$ cat src/rtl/ps2_pkg.sv
// Shared constants and frame-FSM encoding for the PS/2 keyboard receiver.
package ps2_pkg;

    localparam logic [7:0] PS2_BREAK = 8'hF0;
    localparam logic [7:0] PS2_EXT   = 8'hE0;

    typedef enum logic [1:0] {
        IDLE   = 2'd0,
        DATA   = 2'd1,
        PARITY = 2'd2,
        STOP   = 2'd3
    } ps2_state_t;

    // Odd parity holds when the data byte and the parity bit together carry an odd number of ones.
    function automatic logic odd_parity_ok(input logic [7:0] b, input logic p);
        return ^{b, p};
    endfunction

endpackage

$ cat src/rtl/ps2_kbd_rx_if.sv
// Decoded keyboard event bus from the receiver to its consumer.
interface ps2_kbd_rx_if;
    logic [7:0] data;
    logic       valid;
    logic       released;
    logic       extended;
    logic       err;

    modport master (output data, valid, released, extended, err);
    modport slave  (input  data, valid, released, extended, err);
endinterface

$ cat src/rtl/ps2_filter.sv
// Two-flop synchroniser, consecutive-sample glitch filter and falling-edge detector.
module ps2_filter #(
    parameter int FILTER_LEN = 8
) (
    input  logic clk,
    input  logic rst,
    input  logic pin,
    output logic fall
);

    logic [1:0] sync_reg;
    logic [7:0] cnt_reg, cnt_next;
    logic       level_reg, level_next;
    logic       level_prev_reg;

    // Counter tracks a run of samples disagreeing with the filtered level; any agreement restarts it.
    always_comb begin
        cnt_next   = '0;
        level_next = level_reg;
        if (sync_reg[1] != level_reg) begin
            if (cnt_reg == 8'(FILTER_LEN - 1))
                level_next = sync_reg[1];
            else
                cnt_next = cnt_reg + 8'd1;
        end
    end

    always_ff @(posedge clk) begin
        if (rst) begin
            sync_reg       <= 2'b11;
            cnt_reg        <= '0;
            level_reg      <= 1'b1;
            level_prev_reg <= 1'b1;
        end else begin
            sync_reg       <= {sync_reg[0], pin};
            cnt_reg        <= cnt_next;
            level_reg      <= level_next;
            level_prev_reg <= level_reg;
        end
    end

    assign fall = level_prev_reg & ~level_reg;

endmodule

$ cat src/rtl/ps2_kbd_rx.sv
// PS/2 keyboard receiver: frame deserialiser plus F0/E0 prefix folding into release/extended flags.
module ps2_kbd_rx
    import ps2_pkg::*;
#(
    parameter int FILTER_LEN     = 8,
    parameter int TIMEOUT_CYCLES = 50000
) (
    input  logic            clk,
    input  logic            rst,
    input  logic            ps2_clk,
    input  logic            ps2_data,
    ps2_kbd_rx_if.master    bus
);

    localparam int TOUT_W = $clog2(TIMEOUT_CYCLES + 1);

    logic              fall;
    logic [1:0]        data_sync_reg;
    logic              data_bit;

    ps2_state_t        state_reg, state_next;
    logic [2:0]        bit_cnt_reg, bit_cnt_next;
    logic [7:0]        shift_reg, shift_next;
    logic              parity_reg, parity_next;
    logic [TOUT_W-1:0] tout_cnt_reg, tout_cnt_next;
    logic              accept_next, frame_err_next, tout_hit_next;

    // Pipeline stage between frame acceptance and the registered outputs.
    logic              accept_reg, bad_reg, tout_hit_reg;
    logic [7:0]        byte_reg;

    logic              break_pending_reg, break_pending_next;
    logic              ext_pending_reg, ext_pending_next;
    logic [7:0]        data_reg, data_next;
    logic              released_reg, released_next;
    logic              extended_reg, extended_next;
    logic              valid_reg, valid_next;
    logic              err_reg, err_next;

    ps2_filter #(.FILTER_LEN(FILTER_LEN)) u_clk_filter (
        .clk  (clk),
        .rst  (rst),
        .pin  (ps2_clk),
        .fall (fall)
    );

    assign data_bit = data_sync_reg[1];

    always_ff @(posedge clk) begin
        if (rst)
            state_reg <= IDLE;
        else
            state_reg <= state_next;
    end

    always_comb begin
        state_next     = state_reg;
        bit_cnt_next   = bit_cnt_reg;
        shift_next     = shift_reg;
        parity_next    = parity_reg;
        tout_cnt_next  = tout_cnt_reg;
        accept_next    = 1'b0;
        frame_err_next = 1'b0;
        tout_hit_next  = 1'b0;
        if (state_reg != IDLE)
            tout_cnt_next = tout_cnt_reg + TOUT_W'(1);
        if (fall) begin
            tout_cnt_next = '0;
            case (state_reg)
                IDLE: begin
                    // A high start bit is line noise, not an error.
                    if (!data_bit) begin
                        state_next   = DATA;
                        bit_cnt_next = '0;
                    end
                end
                DATA: begin
                    shift_next   = {data_bit, shift_reg[7:1]};
                    bit_cnt_next = bit_cnt_reg + 3'd1;
                    if (bit_cnt_reg == 3'd7)
                        state_next = PARITY;
                end
                PARITY: begin
                    parity_next = data_bit;
                    state_next  = STOP;
                end
                STOP: begin
                    if (data_bit && odd_parity_ok(shift_reg, parity_reg))
                        accept_next = 1'b1;
                    else
                        frame_err_next = 1'b1;
                    state_next = IDLE;
                end
                default: state_next = IDLE;
            endcase
        end else if (state_reg != IDLE && tout_cnt_reg == TOUT_W'(TIMEOUT_CYCLES - 1)) begin
            state_next     = IDLE;
            tout_cnt_next  = '0;
            frame_err_next = 1'b1;
            tout_hit_next  = 1'b1;
        end
    end

    // Code layer: prefixes only arm flags; any other byte produces an event and consumes them.
    always_comb begin
        data_next          = data_reg;
        released_next      = released_reg;
        extended_next      = extended_reg;
        valid_next         = 1'b0;
        err_next           = bad_reg;
        break_pending_next = break_pending_reg;
        ext_pending_next   = ext_pending_reg;
        if (tout_hit_reg) begin
            break_pending_next = 1'b0;
            ext_pending_next   = 1'b0;
        end
        if (accept_reg) begin
            if (byte_reg == PS2_BREAK) begin
                break_pending_next = 1'b1;
            end else if (byte_reg == PS2_EXT) begin
                ext_pending_next = 1'b1;
            end else begin
                data_next          = byte_reg;
                released_next      = break_pending_reg;
                extended_next      = ext_pending_reg;
                valid_next         = 1'b1;
                break_pending_next = 1'b0;
                ext_pending_next   = 1'b0;
            end
        end
    end

    always_ff @(posedge clk) begin
        if (rst) begin
            data_sync_reg     <= 2'b11;
            bit_cnt_reg       <= '0;
            shift_reg         <= '0;
            parity_reg        <= 1'b0;
            tout_cnt_reg      <= '0;
            accept_reg        <= 1'b0;
            bad_reg           <= 1'b0;
            tout_hit_reg      <= 1'b0;
            byte_reg          <= '0;
            break_pending_reg <= 1'b0;
            ext_pending_reg   <= 1'b0;
            data_reg          <= '0;
            released_reg      <= 1'b0;
            extended_reg      <= 1'b0;
            valid_reg         <= 1'b0;
            err_reg           <= 1'b0;
        end else begin
            data_sync_reg     <= {data_sync_reg[0], ps2_data};
            bit_cnt_reg       <= bit_cnt_next;
            shift_reg         <= shift_next;
            parity_reg        <= parity_next;
            tout_cnt_reg      <= tout_cnt_next;
            accept_reg        <= accept_next;
            bad_reg           <= frame_err_next;
            tout_hit_reg      <= tout_hit_next;
            byte_reg          <= accept_next ? shift_reg : byte_reg;
            break_pending_reg <= break_pending_next;
            ext_pending_reg   <= ext_pending_next;
            data_reg          <= data_next;
            released_reg      <= released_next;
            extended_reg      <= extended_next;
            valid_reg         <= valid_next;
            err_reg           <= err_next;
        end
    end

    assign bus.data     = data_reg;
    assign bus.valid    = valid_reg;
    assign bus.released = released_reg;
    assign bus.extended = extended_reg;
    assign bus.err      = err_reg;

endmodule

$ cat src/flat_wrapper.sv
// flat-port wrapper written by rule: the top's interface ports become plain ports
module ps2_kbd_rx_flat import ps2_pkg::*;
#(
    parameter int FILTER_LEN     = 8,
    parameter int TIMEOUT_CYCLES = 50000
)
  (clk, rst, ps2_clk, ps2_data, bus_data, bus_valid, bus_released, bus_extended, bus_err);
  ps2_kbd_rx_if bus_i ();
  input  logic clk;
  input  logic rst;
  input  logic ps2_clk;
  input  logic ps2_data;
  output wire logic [$bits(bus_i.data)-1:0] bus_data;
  output wire logic [$bits(bus_i.valid)-1:0] bus_valid;
  output wire logic [$bits(bus_i.released)-1:0] bus_released;
  output wire logic [$bits(bus_i.extended)-1:0] bus_extended;
  output wire logic [$bits(bus_i.err)-1:0] bus_err;
  assign bus_data = bus_i.data;
  assign bus_valid = bus_i.valid;
  assign bus_released = bus_i.released;
  assign bus_extended = bus_i.extended;
  assign bus_err = bus_i.err;
  ps2_kbd_rx #(.FILTER_LEN(FILTER_LEN), .TIMEOUT_CYCLES(TIMEOUT_CYCLES)) u_core (.clk(clk), .rst(rst), .ps2_clk(ps2_clk), .ps2_data(ps2_data), .bus(bus_i));
endmodule
$ cat config.mk
export PLATFORM = sky130hd
export DESIGN_NAME = ps2_kbd_rx_flat
export DESIGN_NICKNAME = d
export VERILOG_FILES = /design/src/rtl/ps2_pkg.sv /design/src/rtl/ps2_kbd_rx_if.sv /design/src/rtl/ps2_filter.sv /design/src/rtl/ps2_kbd_rx.sv /design/src/flat_wrapper.sv
export SDC_FILE = /design/constraint.sdc
export NUM_CORES = 1
export LEC_CHECK = 0
export BUFFER_PORTS_ARGS = -buffer_cell sky130_fd_sc_hd__buf_2
export CORE_MARGIN = 2
export CORE_UTILIZATION = 60
export DETAILED_ROUTE_END_ITERATION = 7
export PLACE_DENSITY = 0.84
export SYNTH_ARGS = -nofsm -noshare
export SYNTH_HDL_FRONTEND = slang
export SYNTH_SLANG_ARGS = --single-unit
$ cat constraint.sdc
create_clock -name clk -period 2.4 [get_ports clk]
set_clock_uncertainty 0.15 [all_clocks]
set_input_delay 0.12 -clock clk [delete_from_list [all_inputs] [get_ports clk]]
set_output_delay 0.12 -clock clk [all_outputs]
set_load 0.005 [all_outputs]
==> results of run 1 <==
## area by class of cell
class	instances	area [um2]
flip-flops and latches	69	1380
well taps	67	83.8
fillers	372	1400
multi-input cells	211	1510
repair buffers	23	143
inverters	8	30.0
clock buffers	10	138
clock inverters	6	71.3
## power groups by stage
stage | sequential, uW | clock, uW | combinational (uW)
global route | 1150 | 1030 | 40.5
global placement | 1180 | 0 | 32.4
detailed placement | 1180 | 0 | 33.0
finish | 1150 | 964 | 36.8
floorplan | 1180 | 0 | 26.4
CTS | 1150 | 982 | 37.1
## layer usage
| layer | vias to the layer above | track usage, % | wire length, um |
|---|---|---|---|
| li1 | 1096 | - | - |
| met1 | 1019 | 25.1 | 2510 |
| met2 | 37 | 32.8 | 2480 |
| met3 | 11 | 6.56 | 145 |
| met4 | 0 | 9.13 | 91 |
| met5 | - | 0 | 0 |
## kinds of logic after synthesis
kind of cell               after synthesis  synth area share (%)
and+or+nand+nor                        121                  22.8
muxes                                   20                  7.10
adders and majority gates                9                  3.76
AOI/OAI and AO/OA                       38                  9.06
xor gates and xnor gates                23                  7.72
buffers and inverters                   22                  3.42
DFF                                     69                  46.1
## cells in the mapped netlist (all sizes together) (3+ instances only)
cell type	instances	share of area (%)
a21oi	10	1.7
a22o	10	2.9
and2	3	0.63
and3	3	0.63
and4	3	0.96
buf	4	1.2
clkbuf	10	1.3
dfxtp	69	46
ha	9	3.8
inv	8	1.0
mux2i	20	7.1
nand2	12	1.5
nand2b	20	4.2
nand3	12	2.0
nand4	4	0.83
nor2	29	3.6
nor2b	6	1.3
nor3	3	0.50
nor4bb	4	1.3
o21ai	3	0.50
or2	7	1.5
or3	4	0.83
or4	3	0.75
xnor2	10	2.9
xor2	11	3.2
## how the worst max path moves through the flow
stage / from / endpoint / slack [ns] / cells past startpoint
global route: u_core.state_reg[0]$_SDFFE_PP0P_ / u_core.tout_cnt_reg[14]$_SDFFE_PP0P_ / 0.11 / 6
CTS: u_core.state_reg[0]$_SDFFE_PP0P_ / u_core.tout_cnt_reg[14]$_SDFFE_PP0P_ / 0.27 / 6
detailed placement: u_core.state_reg[0]$_SDFFE_PP0P_ / u_core.tout_cnt_reg[14]$_SDFFE_PP0P_ / 0.33 / 6
global placement: u_core.state_reg[0]$_SDFFE_PP0P_ / u_core.tout_cnt_reg[14]$_SDFFE_PP0P_ / 0.43 / 6
finish: u_core.state_reg[0]$_SDFFE_PP0P_ / u_core.tout_cnt_reg[14]$_SDFFE_PP0P_ / 0.26 / 6
floorplan: u_core.state_reg[0]$_SDFFE_PP0P_ / u_core.tout_cnt_reg[4]$_SDFFE_PP0P_ / 0.36 / 10
## stage by stage
step / total power [uW] / area (um2) / utilization (%)
2_1_floorplan: 1200 / 3000 / -
3_3_place_gp: 1210 / 3120 / 65.6
3_5_place_dp: 1210 / 3120 / 65.6
4_1_cts: 2170 / 3360 / 70.7
5_1_grt: 2230 / 3360 / 70.7
6_report: 2150 / 3360 / 70.7
## critical path: stages (launching register included)
cell	delay [ns]
dfxtp_1	0.39
inv_1	0.10
ha_1	0.23
and4b_1	0.40
nand2_1	0.14
or4_1	0.50
a21oi_1	0.17
==> results_dict.tcl, run 1 <==
set metrics [dict create \
    power_leakage_uw 0.00131 \
    die_w_um 74.7 \
    r2r-start "u_core.state_reg[0]$_SDFFE_PP0P_" \
    cts_setup_buffers 0 \
    place_congestion 0.848 \
    p_clk_share_pct 44.8 \
    antenna_found_initial 0 \
    tritoncts "yes" \
    tightest_slew_ns 1.19 \
    largest_reg_flops 16 \
    area_delta_synth_final_pct 12.1 \
    final_cell_mix "69 x dfxtp_1, 29 x nor2_1, 20 x nand2b_1" \
    ant_nets 0 \
    ctsHoldBuffers 3 \
    p_switching_uw 473 \
    async_reset_ff_share_pct 0 \
    ctsResizeCount 0 \
    fin_crit_sh_pct 89.1 \
    final_nets 335 \
    clock_path_buffers 2 \
    ys_warn_count 0 \
    clkLatencyLatePin_ns 0.34 \
    layout.cells.non_filler 394 \
    grt_pass1_wl_um 8580 \
    die-area_um2 5580 \
    drive_gt1_share_pct 13.8 \
    switching_share_pct 22.0 \
    path_class "register to register" \
    grt_max_degree 26 \
    min_period_ns 2.14 \
    ys.flop_type "dfxtp_1" \
    grt_usage_pct 20.4 \
    route.final.wire_length_um 5230 \
    start_util_pct 63.0 \
    synth_area_per_cell_um2 9.92 \
    seqPwrFrac_pct 53.5 \
    hold_viol 0 \
    final_common_cell "dfxtp_1" \
    holdCritPathClass "register to register" \
    antennaDiodeCount 0 \
    holdPathEnd "u_core.u_clk_filter.sync_reg[1]$_SDFF_PP1_" \
    ys_seq_area_share_pct 46.1 \
    dr_total_vias 2163 \
    first_pass_iters 5 \
    syn_inst 302 \
    portBuffers 15 \
    path_clk_slew_ns 0.08 \
    cp_max_fo 7 \
    rsz0062_at_grt "no" \
    viasPerCell 5.49 \
    clock_sinks 69 \
    finalSetupViolations 0 \
    cts-root-buf "clkbuf_8" \
    worst-r2r-setup-slack_ns 0.26 \
    worstPathRequired_ns 2.52 \
    rr_worst_depth 6 \
    die_y_um 74.7 \
    worst_slack_ns 0.263 \
    drc 0 \
    syn_nets 315 \
    grt_pass1_vias 1978 \
    syn_area_um2 3000 \
    p_per_area_nw_per_um2 640 \
    whs_ns 0.258 \
    p_comb_share_pct 1.7 \
    hp-start "u_core.u_clk_filter.sync_reg[0]$_SDFF_PP1_" \
    slew_violations 0 \
    synth_cell_types 49 \
    outcome "finished, final reports clean" \
    hold_depth 1 \
    row_count 25 \
    ir_worst_vdd_mv 0.590 \
    timing.setup.tns_ns 0 \
    hpwl_um 3530 \
    max_freq_ghz 0.468 \
    drt_iter0_drc 81 \
    cp.arrival_ns 2.26 \
    p_int_uw 1680 \
    critPathLaunchType "register" \
    critical_path.reg2reg.endpoint "u_core.tout_cnt_reg[14]$_SDFFE_PP0P_" \
    ctsHtreeMaxLevel 3 \
    cts_made_buffers 9 \
    slew-limit-headroom_pct 20.4 \
    synth_edf_count 0 \
    synth-seq-cells 69 \
    maxCapViolations 0 \
    post-place-ws_ns 0.330 \
    cp-end-kind "register" \
    wl_per_cell_um 13.3 \
    grt_overflow_total 0 \
    num_io_pins 16 \
    core_region_area_um2 4750 \
    place_inst 375 \
]
Power figures use the tool's default switching activity.
==> inputs of run 2 (changes only) <==
--- a/config.mk
+++ b/config.mk
@@ -9,7 +9,7 @@
 export CORE_MARGIN = 2
 export CORE_UTILIZATION = 60
 export DETAILED_ROUTE_END_ITERATION = 7
-export PLACE_DENSITY = 0.84
+export PLACE_DENSITY_LB_ADDON = 0.12
 export SYNTH_ARGS = -nofsm -noshare
 export SYNTH_HDL_FRONTEND = slang
 export SYNTH_SLANG_ARGS = --single-unit
==> results_dict.tcl, run 2 (synthesized netlist as in run 1, its figures left out) <==
set metrics [dict create \
    outcome "finished, final reports clean" \
    route.final.wire_length_um 5330 \
    path_class "register to register" \
    row_count 25 \
    finalSetupViolations 0 \
    final_common_cell "dfxtp_1" \
    cp-end-kind "register" \
    drive_gt1_share_pct 13.5 \
    area_delta_synth_final_pct 11.5 \
    grt_pass1_wl_um 8910 \
    grt_pass1_vias 1965 \
    grt_max_degree 25 \
    grt_usage_pct 21.6 \
    ant_nets 0 \
    grt_use_met1_pct 28.1 \
    ctsHtreeMaxLevel 3 \
    p_per_area_nw_per_um2 631 \
    antenna_found_initial 0 \
    seq_area_um2 1380 \
    slew_violations 0 \
    ctsHoldBuffers 3 \
    ir_worst_vdd_mv 0.374 \
    final_cell_mix "69 x dfxtp_1, 29 x nor2_1, 20 x nand2b_1" \
    place_congestion 0.768 \
    cts_setup_buffers 0 \
    portBuffers 15 \
    hpwl_um 3670 \
    die_w_um 74.7 \
    layout.cells.non_filler 394 \
    dr_total_vias 2123 \
    grt_overflow_total 0 \
    path_clk_slew_ns 0.07 \
    die-area_um2 5580 \
    multi_input_area_um2 1510 \
    cp.arrival_ns 2.24 \
    min_period_ns 2.10 \
    tightest_slew_ns 1.18 \
    rr_worst_depth 6 \
    start_util_pct 63.0 \
    clock_sinks 69 \
    die_y_um 74.7 \
    cts-root-buf "clkbuf_8" \
    cts_made_buffers 9 \
    worstPathRequired_ns 2.53 \
    dpl_cell_area_um2 3120 \
    place_inst 375 \
    core_region_area_um2 4750 \
    grt_util_met2_pct 33.1 \
    slew-limit-headroom_pct 21.5 \
    hold_depth 1 \
    wl_per_cell_um 13.5 \
    fill_cells 375 \
    grt-busiest-layer "met2" \
    hold_viol 0 \
    rsz0062_at_grt "no" \
    drc 0 \
    fin_crit_sh_pct 87.6 \
    maxCapViolations 0 \
    critPathLaunchType "register" \
    final_cell_area_um2 3340 \
    tritoncts "yes" \
    clock_path_buffers 2 \
    viasPerCell 5.39 \
    ctsResizeCount 0 \
    max_freq_ghz 0.476 \
    holdCritPathClass "register to register" \
    power_leakage_uw 0.00131 \
    timing.setup.tns_ns 0 \
    grt_util_met3_pct 4.42 \
    largest_reg_flops 16 \
    antennaDiodeCount 0 \
    first_pass_iters 4 \
    cp_max_fo 7 \
    drt_iter0_drc 112 \
    clkLatencyLatePin_ns 0.35 \
    num_io_pins 16 \
    final_nets 335 \
]
run 2: changes by cell type in the layout (fill, tap and decap cells not counted):
cell      previous run  this run
clkinv_4             2         1
clkinv_2             0         2
inv_6                1         0
clkbuf_1             0         1
clkbuf_8            10         9
run 2: critical path: stages (launching register included):
cell	delay, ns
dfxtp_1	0.39
inv_1	0.10
ha_1	0.22
and4b_1	0.41
nand2_1	0.15
or4_1	0.48
a21oi_1	0.14
run 2: metal layers:
metal,part of all wire [%],up-vias
met5,0,-
met4,2.6,0
met3,2.5,12
met2,46,31
met1,49,992
li1,-,1088
run 2: power by group:
part | switching, uW | total, uW | internal, uW
Clock | 444 | 922 | 478
Sequential | 2.69 | 1150 | 1150
Combinational | 21.1 | 37.2 | 16.1
run 2: through the flow:
step	hold WS (ns)	total power, uW	setup slack [ns]	util, %
2_1_floorplan	0.0738	1200	0.356	-
3_3_place_gp	0.153	1210	0.402	65.6
3_5_place_dp	0.157	1210	0.329	65.6
4_1_cts	0.273	2130	0.310	70.3
5_1_grt	0.302	2170	0.123	70.3
6_report	0.269	2110	0.298	70.3
run 2: worst paths after layout:
check                                          endpoint                                       start  slack [ns]
min reg2reg  u_core.u_clk_filter.sync_reg[1]$_SDFF_PP1_  u_core.u_clk_filter.sync_reg[0]$_SDFF_PP1_        0.27
max                u_core.tout_cnt_reg[14]$_SDFFE_PP0P_            u_core.state_reg[1]$_SDFFE_PP0P_        0.30
max reg2reg        u_core.tout_cnt_reg[14]$_SDFFE_PP0P_            u_core.state_reg[1]$_SDFFE_PP0P_        0.30
min          u_core.u_clk_filter.sync_reg[1]$_SDFF_PP1_  u_core.u_clk_filter.sync_reg[0]$_SDFF_PP1_        0.27
run 2: final cells by class:
class	count	share of cell area, %
multi-input combinational	211	45.3
sequential	69	41.3
timing repair buffer	23	4.27
clock buffer	10	3.82
tap	67	2.51
clock inverter	6	1.91
inverter	8	0.899
